<file path="config.mk">
export PLATFORM = sky130hd
export DESIGN_NAME = uart_alu_interface
export DESIGN_NICKNAME = d
export VERILOG_FILES = /design/src/rtl/uart_alu_interface.sv
export SDC_FILE = /design/constraint.sdc
export NUM_CORES = 1
export LEC_CHECK = 0
export BUFFER_PORTS_ARGS = -buffer_cell sky130_fd_sc_hd__buf_4
export CAP_MARGIN = 30
export CORE_MARGIN = 2
export CORE_UTILIZATION = 51
export DETAILED_ROUTE_END_ITERATION = 7
export PLACE_DENSITY = 0.82
export SLEW_MARGIN = 5
export SYNTH_ARGS = -nofsm -noshare
export SYNTH_HDL_FRONTEND = slang
export SYNTH_SLANG_ARGS = --single-unit
</file>
<file path="constraint.sdc">
create_clock -name clock -period 2.08 [get_ports clock]
set_input_delay 0.104 -clock clock [delete_from_list [all_inputs] [get_ports clock]]
set_output_delay 0.104 -clock clock [all_outputs]
set_load 0.005 [all_outputs]
</file>
<file path="src/rtl/uart_alu_interface.sv">
// Sequences UART bytes into ALU operands A, B and an opcode, then sends the ALU result
// back out through the transmitter. Bytes that arrive mid-operation set a sticky overrun flag.
module uart_alu_interface #(
  parameter int N_BITS_DATA  = 8,
  parameter int N_BITS_OP    = 6,
  parameter int N_BITS_STATE = 5
) (
  input  logic                   clock,
  input  logic                   reset,
  input  logic                   rx_done_tick,
  input  logic [N_BITS_DATA-1:0] rx_data,
  input  logic [N_BITS_DATA-1:0] alu_result,
  input  logic                   tx_done_tick,
  output logic [N_BITS_DATA-1:0] alu_data_a,
  output logic [N_BITS_DATA-1:0] alu_data_b,
  output logic [N_BITS_OP-1:0]   alu_op,
  output logic                   tx_start,
  output logic [N_BITS_DATA-1:0] tx_data,
  output logic                   busy,
  output logic                   overrun
);

  // WAIT_A is the all-zero code; the other five states each own one bit.
  typedef enum logic [N_BITS_STATE-1:0] {
    WAIT_A  = N_BITS_STATE'(0),
    WAIT_B  = N_BITS_STATE'(1),
    WAIT_OP = N_BITS_STATE'(2),
    EXEC    = N_BITS_STATE'(4),
    SEND    = N_BITS_STATE'(8),
    WAIT_TX = N_BITS_STATE'(16)
  } state_t;

  state_t state_q, state_d;
  logic   load_a, load_b, load_op, load_tx;

  // NOTE: sequential state uses non-blocking assignments so every register samples
  // pre-edge values, independent of the order the always blocks are evaluated.
  always_ff @(posedge clock) begin
    if (!reset) state_q <= WAIT_A;
    else        state_q <= state_d;
  end

  // NOTE: every output of this block gets a default before the case, so no path
  // leaves a signal unassigned and no latch is inferred.
  always_comb begin
    state_d  = state_q;
    load_a   = 1'b0;
    load_b   = 1'b0;
    load_op  = 1'b0;
    load_tx  = 1'b0;
    tx_start = 1'b0;
    busy     = 1'b0;
    case (state_q)
      WAIT_A: if (rx_done_tick) begin
        load_a  = 1'b1;
        state_d = WAIT_B;
      end
      WAIT_B: if (rx_done_tick) begin
        load_b  = 1'b1;
        state_d = WAIT_OP;
      end
      WAIT_OP: if (rx_done_tick) begin
        load_op = 1'b1;
        state_d = EXEC;
      end
      EXEC: begin
        busy    = 1'b1;
        load_tx = 1'b1;
        state_d = SEND;
      end
      SEND: begin
        busy     = 1'b1;
        tx_start = 1'b1;
        state_d  = WAIT_TX;
      end
      WAIT_TX: begin
        busy = 1'b1;
        if (tx_done_tick) state_d = WAIT_A;
      end
      default: state_d = WAIT_A;
    endcase
  end

  always_ff @(posedge clock) begin
    if (!reset) begin
      alu_data_a <= '0;
      alu_data_b <= '0;
      alu_op     <= '0;
      tx_data    <= '0;
      overrun    <= 1'b0;
    end else begin
      if (load_a)  alu_data_a <= rx_data;
      if (load_b)  alu_data_b <= rx_data;
      if (load_op) alu_op     <= rx_data[N_BITS_OP-1:0];
      if (load_tx) tx_data    <= alu_result;
      // A byte arriving while busy is dropped; only the flag records it.
      if (rx_done_tick && busy) overrun <= 1'b1;
    end
  end

endmodule
</file>
Word level (Yosys, flattened, before mapping)
Index checks and enable logic that the tools add are counted.

Flip-flop bits (word level): 36. Logic and storage cells: 31. Input port bits: 20.

Reduce and logical (&&, ||, !) cells: 4. Eq/ne operators: 9. Mux-type cells: 12.

Operator list (number): 5-bit case mux with 6 select lines (1); 5-bit two-way mux (4); 2-bit != test (second input constant) (4); 1-bit two-way mux (7); 5-bit by 1-bit equality test with 1-bit output (second input constant) (1); 5-bit by 2-bit equality test with 1-bit output (second input constant) (1); 5-bit by 3-bit equality test with 1-bit output (second input constant) (1); 5-bit by 4-bit equality test with 1-bit output (second input constant) (1); 5-bit equality test (second input constant) (1); 5-bit zero test (1); 4-bit AND reduction (1); 3-bit OR reduction (1); 1-bit logical AND (1).

Longest topological paths before layout
Gate-level depths: netlist of the first run.

Word-level depth: 4. Gate-level depth with buffers: 5. Mapped depth without buffers: 3.

Worst setup path before layout of the first run
Ideal clock, no wire load.

Kind: register to register. Start: reg state_q[3]. End: reg alu_data_b[0]. Library setup time: 0.119 ns. Slack: 0.777 ns. Arrival time: 1.184 ns. Stages on the path, launching flop included: 5. Cells stage by stage: dfxtp_1 > clkbuf_1 > or4_4 > buf_6 > mux2i_1.

Word-level cells in the longest chain between the ends: 2.

RTL lines: start, declared (RTL line 33) `state_t state_q, state_d;`; start signal, assigned (RTL line 40) `else state_q <= state_d;`; 5-bit by 1-bit equality test with 1-bit output (RTL line 53) `case (state_q)`; 1-bit two-way mux (RTL line 53); end signal, assigned (RTL line 93) `if (load_b) alu_data_b <= rx_data;`; end, declared (RTL line 15) `output logic [N_BITS_DATA-1:0] alu_data_b,`.

Every way passes these cells. A chain may end at the register's enable or synchronous reset.

Worst setup path in the final report of the first run
Start: reg state_q[3]. End: out busy.

Word-level cells in the longest chain between the ends: 3. Elaborated cells on any way between the ends: 5. Classes of those cells: 3 x eq/ne; 1 x mux; 1 x reduce/logical.

RTL lines: 5-bit equality test, or another cell as far along (RTL line 53); 3-bit OR reduction (no source line) (*); 1-bit two-way mux (*) (RTL line 53); end, declared (RTL line 19) `output logic busy,`.

Mark *: on every way between the ends. The rest lies on a longest branch, timed or not.

==> results.ini, run 1 <==
[timing]
setup_viol = 0
fin_crit_sh_pct = 76.1
fmax_mhz = 632
max_slew.worst_pin.slew_ns = 0.522
hold_viol = 0
finalSetupTns_ns = 0
min_period_ns = 1.58
max_slew_margin_pct = 65.1
rsz0062_at_grt = false
clock_skew_ns = 0.0145
maxSlewViolCount = 0

[cells_and_area]
diodes = 0
seq_area_sq_um = 721
final_common_cell = buf_4
synthToLayoutAreaGrowth_pct = 33.5
fin_cells = 237
n_fill_cell = 197
layout_common_cells = 53 x buf_4, 48 x nand2_1, 36 x dfxtp_1
final_layout_size_suffix_gt1_share_pct = 31.1
multiInputGateArea_sq_um = 656
final_net_count = 225

[placement]
dp_hpwl_um = 2120
dp.cells = 224
portBuffers = 52
routabilityCongestion = 0.712

[synth]
avgSynthCellArea_sq_um = 9.44
syn_inst = 153
synth_warnings = 0
synth_cell_types = 21
synth-seq-cells = 36
synth-seq-area-share_pct = 49.9
syn-cell-area_sq_um = 1440
syn_nets = 173

[floorplan]
rows = 19
dieArea_sq_um = 3270
start_util_pct = 52.8
fp.dieH_um = 57.2
io_pins = 53
core_area_sq_um = 2730
fp.dieW_um = 57.2

[setup_path]
worstPathArrival_ns = 1.48
crit_fanout = 9
worst_ep_required_time_ns = 1.98
crit_path_end_kind = primary output
crit_path_start_kind = register
crit_type = register to primary output

[clock_network]
root_buffer = clkbuf_4
clkTransAtPathRegs_ns = 0.11
insertion_delay_ns = 0.34
clock-sinks = 36
cts_buffer_depth = 2
htreeDepth = 2
cts_tree = yes
cts_made_buffers = 5
cts_resized = 0

[route]
first_pass_iters = 4
vias_per_cell = 5.11
drc_errors = 0
ant_nets = 0
vias = 1211
wire_per_inst_um = 13.0
drt-total-wl_um = 3090
drt-initial-drc-count = 46

[global_route]
grt_util_all_layers_pct = 20.1
grt_max_degree = 53
antenna_found_initial = 0
grt_pass1_vias = 1103
globalRouteOverflowTotal = 0
grt_pass1_wl_um = 4890

[run]
max_cap_violations = 0

[pwr]
power.leakage_uw = 0.000910
power.density_nw_per_um2 = 686
vdd_drop_max_v = 0.000620

[run_status]
status = finished, final reports clean

[min_path]
hp-class = input pin to register

## through the flow
stage	worst slack (ns)	area [sq um]	hold WS (ns)	util, %	total power (uW)
2_1_floorplan	0.777	1440	0.246	-	846
6_report	0.498	1930	0.0108	70.5	1320
3_5_place_dp	0.558	1810	0.370	66.3	921
3_3_place_gp	0.629	1810	0.364	66.3	915
4_1_cts	0.470	1930	0.000380	70.5	1330
5_1_grt	0.372	1930	0.0122	70.5	1380
## cell families (layout without fill, tap and decap cells)
logic type	Yosys count	after routing	synth area share, %
simple gates	68	68	20.9
flops	36	36	49.9
mux	32	32	22.2
buf+inv	13	66	5.11
compound gates	2	2	0.693
xor+xnor	2	2	1.21
## flip-flops by register name, summed over array words and instances, names as in the netlist
name	flops
alu_data_a	8
overrun	1
alu_data_b	8
tx_data	8
state_q	5
alu_op	6
## synthesized netlist by cell type, drive strengths merged
cell    count  area (sq um)
dfxtp      36           721
nor4        2          12.5
mux2i      32           320
nand3b      3          22.5
a21oi       1          5.00
nand2b      1          6.26
nor2        4          15.0
buf         6          47.5
nor3        3          15.0
nand3       1          5.00
clkbuf      7          26.3
nand2      48           180
xnor2       1          8.76
xor2        1          8.76
and2        2          12.5
and3        2          12.5
or4         1          11.3
o21ai       1          5.00
or3b        1          8.76
## where the power goes
group / internal, uW / switching [uW] / leakage, uW
logic: 96.6 / 76.0 / 0.000579
registers: 718 / 21.9 / 0.000292
clock network: 167 / 243 / 0.0000386
## cell type report
| cell class | instances | area share (%) |
|---|---|---|
| clock buffers | 6 | 2.66 |
| flip-flops and latches | 36 | 37.4 |
| multi-input cells | 104 | 34.0 |
| well taps | 31 | 2.01 |
| clock inverters | 2 | 0.714 |
| repair buffers | 58 | 23.2 |
## final timing paths
check,startpoint,endpoint,slack [ns],cells after the start
worst max-delay path,state_q[3],busy,0.50,4
worst min-delay path,alu_result[7],tx_data[7],0.01,3
worst max register to register,state_q[4],alu_data_a[0],0.56,3
worst min register to register,overrun,overrun,0.47,2
## what timing repair did
item,in CTS,in global routing
hold buffers,5,0
endpoints found under the hold margin,5,0
buffers inserted,0,0
## layer usage
layer / part of all wire, % / global-route usage, %
met4: 1.7 / 9.97
met2: 49 / 32.5
met1: 43 / 23.9
met3: 5.6 / 6.80
met5: 0 / 0
## worst max-delay path, stage by stage (launching register included)
cell and delay, ns:
dfxtp_1 0.51, xor2_1 0.21, mux2i_1 0.13, nor3_1 0.15, buf_4 0.14
Power figures use the tool's default switching activity.
==> run 2, diff against run 1 <==
CORE_UTILIZATION = 43   (was 51)
PLACE_DENSITY = 0.74   (was 0.82)
clock period = 1.45 ns   (was 2.08 ns; I/O delays follow)
==> results.ini, run 2 (synthesis gave the netlist of run 1 again) <==
[route]
vias_per_cell = 4.76  ; -6.9%
drt-total-wl_um = 3300  ; +6.8%
drc_errors = 0  ; unchanged
drt-initial-drc-count = 34  ; -26%
first_pass_iters = 7  ; +3
vias = 1251  ; +3.3%
wire_per_inst_um = 12.5  ; -3.8%
ant_nets = 0  ; unchanged

[global_route]
globalRouteOverflowTotal = 0  ; unchanged
grt_pass1_wl_um = 5090  ; +4.1%
grt_util_all_layers_pct = 18.3  ; -1.8 points
grt_max_degree = 53  ; unchanged
antenna_found_initial = 0  ; unchanged
grt_pass1_vias = 1173  ; +6.3%

[timing]
clock_skew_ns = 0.00742  ; -0.00706 ns
max_slew_margin_pct = 68.7  ; +3.6 points
setup_slack_ns = 0.0189  ; -0.479 ns
min_period_ns = 1.43
fmax_mhz = 699
rsz0062_at_grt = true
fin_crit_sh_pct = 98.7
maxSlewViolCount = 0  ; unchanged
hold_viol = 0  ; unchanged
setup_viol = 0  ; unchanged
max_slew.worst_pin.slew_ns = 0.469  ; -0.0527 ns

[clock_network]
cts_made_buffers = 5  ; unchanged
root_buffer = clkbuf_4
cts_setup_buffers = 0  ; unchanged
cts_tree = yes
clkTransAtPathRegs_ns = 0.11  ; about the same
insertion_delay_ns = 0.34  ; about the same
clock-sinks = 36  ; unchanged
cts_buffer_depth = 2  ; unchanged
htreeDepth = 2  ; unchanged

[min_path]
hp-class = input pin to register
hp-start = rx_data[4]
min_path_cells = 3  ; unchanged

[setup_path]
r2r_cells = 3  ; unchanged
worst_ep_required_time_ns = 1.38  ; -0.60 ns
critPathSlowestCell = dfxtp_2
startpoint = state_q[2]
timing.rr.start = state_q[4]
crit_path_start_kind = register
crit_path_end_kind = primary output
worstPathArrival_ns = 1.36  ; -0.12 ns
crit_top_cell = buf_4
crit_type = register to primary output
max_stage_delay_ns = 0.34  ; -0.17 ns
crit_fanout = 5  ; -4
crit_chain = buf_4 -> xor2_1 -> mux2i_1 -> nor3_1 -> buf_4

[placement]
routabilityCongestion = 0.721  ; +1.3%
placed_area_sq_um = 1880  ; +3.5%
place_ws_ns = 0.00899  ; -0.549 ns
dp_hpwl_um = 2170  ; +2.3%
portBuffers = 52  ; unchanged

[cells_and_area]
n_fill_cell = 283  ; +44%
final_common_cell = buf_4
top_regs = alu_data_a x8, alu_data_b x8, tx_data x8
synthToLayoutAreaGrowth_pct = 44.3
final_area_sq_um = 2080  ; +8.0%
layout_common_cells = 58 x buf_4, 48 x nand2_1, 34 x dfxtp_1
final_net_count = 236  ; +4.9%
diodes = 0  ; unchanged
final_layout_size_suffix_gt1_share_pct = 33.6  ; +2.6 points

[floorplan]
io_pins = 53  ; unchanged
fp.dieH_um = 61.9  ; +8.3%
core_area_sq_um = 3280  ; +20%
start_util_pct = 44.0  ; -8.9 points
fp.dieW_um = 61.9  ; +8.3%
dieArea_sq_um = 3840  ; +17%
rows = 21  ; +2

[pwr]
vdd_drop_max_v = 0.000951  ; +53%
power.leakage_uw = 0.000975  ; +7.1%
power.density_nw_per_um2 = 1020  ; +48%

[run]
max_cap_violations = 0  ; unchanged

[run_status]
status = finished, final reports clean

==> run 2: final timing paths <==
path                                 endpoint  slack [ns]
worst max register to register      alu_op[1]        0.13
worst min register to register     tx_data[5]        0.47
worst max-delay path                     busy        0.02
worst min-delay path            alu_data_b[4]        0.03
==> run 2: stage by stage <==
stage | hold slack (ns) | setup TNS, ns | std cells | utilization (%) | total power, uW
after floorplan | 0.215 | 0 | 153 | - | 1210
after global placement | 0.331 | 0 | 245 | 57.1 | 1330
after detailed placement | 0.342 | 0 | 245 | 57.1 | 1340
after CTS | 0.0162 | -0.00447 | 263 | 63.2 | 2140
after global routing | 0.0337 | -0.365 | 263 | 63.4 | 2210
final | 0.0310 | 0 | 263 | 63.4 | 2120
==> run 2: layout make-up <==
class | instances | area (sq um) | area share, %
Clock buffer | 7 | 65.1 | 3.12
Clock inverter | 1 | 30.0 | 1.44
Multi-Input combinational cell | 104 | 661 | 31.7
Sequential cell | 36 | 723 | 34.7
Tap cell | 46 | 57.6 | 2.76
Timing Repair Buffer | 69 | 547 | 26.2
==> run 2: per-layer routing <==
metal | part of all wire [%] | GRT usage (%)
met3 | 6.4 | 5.18
met2 | 51 | 31.0
met1 | 41 | 21.3
met4 | 1.5 | 8.21
met5 | 0 | 0
==> run 2: where the power goes <==
group	leakage, uW	total [uW]	internal (uW)	switching, uW
Clock	0.0000515	782	458	325
Sequential	0.000293	1050	1030	23.4
Combinational	0.000630	283	159	125
Total	0.000975	2120	1650	473
==> run 2: worst max-delay path: cells and delay by family (launching register included) <==
kind,cells,cell delay (ns)
simple gates,1,0.14
buf+inv,2,0.29
flops,1,0.34
xor+xnor,1,0.15
mux,1,0.10
==> run 2: repair_timing <==
action	in CTS	in global routing
hold endpoints to repair	10	0
endpoints found under the setup margin	3	7
gates resized for setup	3	2
hold buffers	10	0
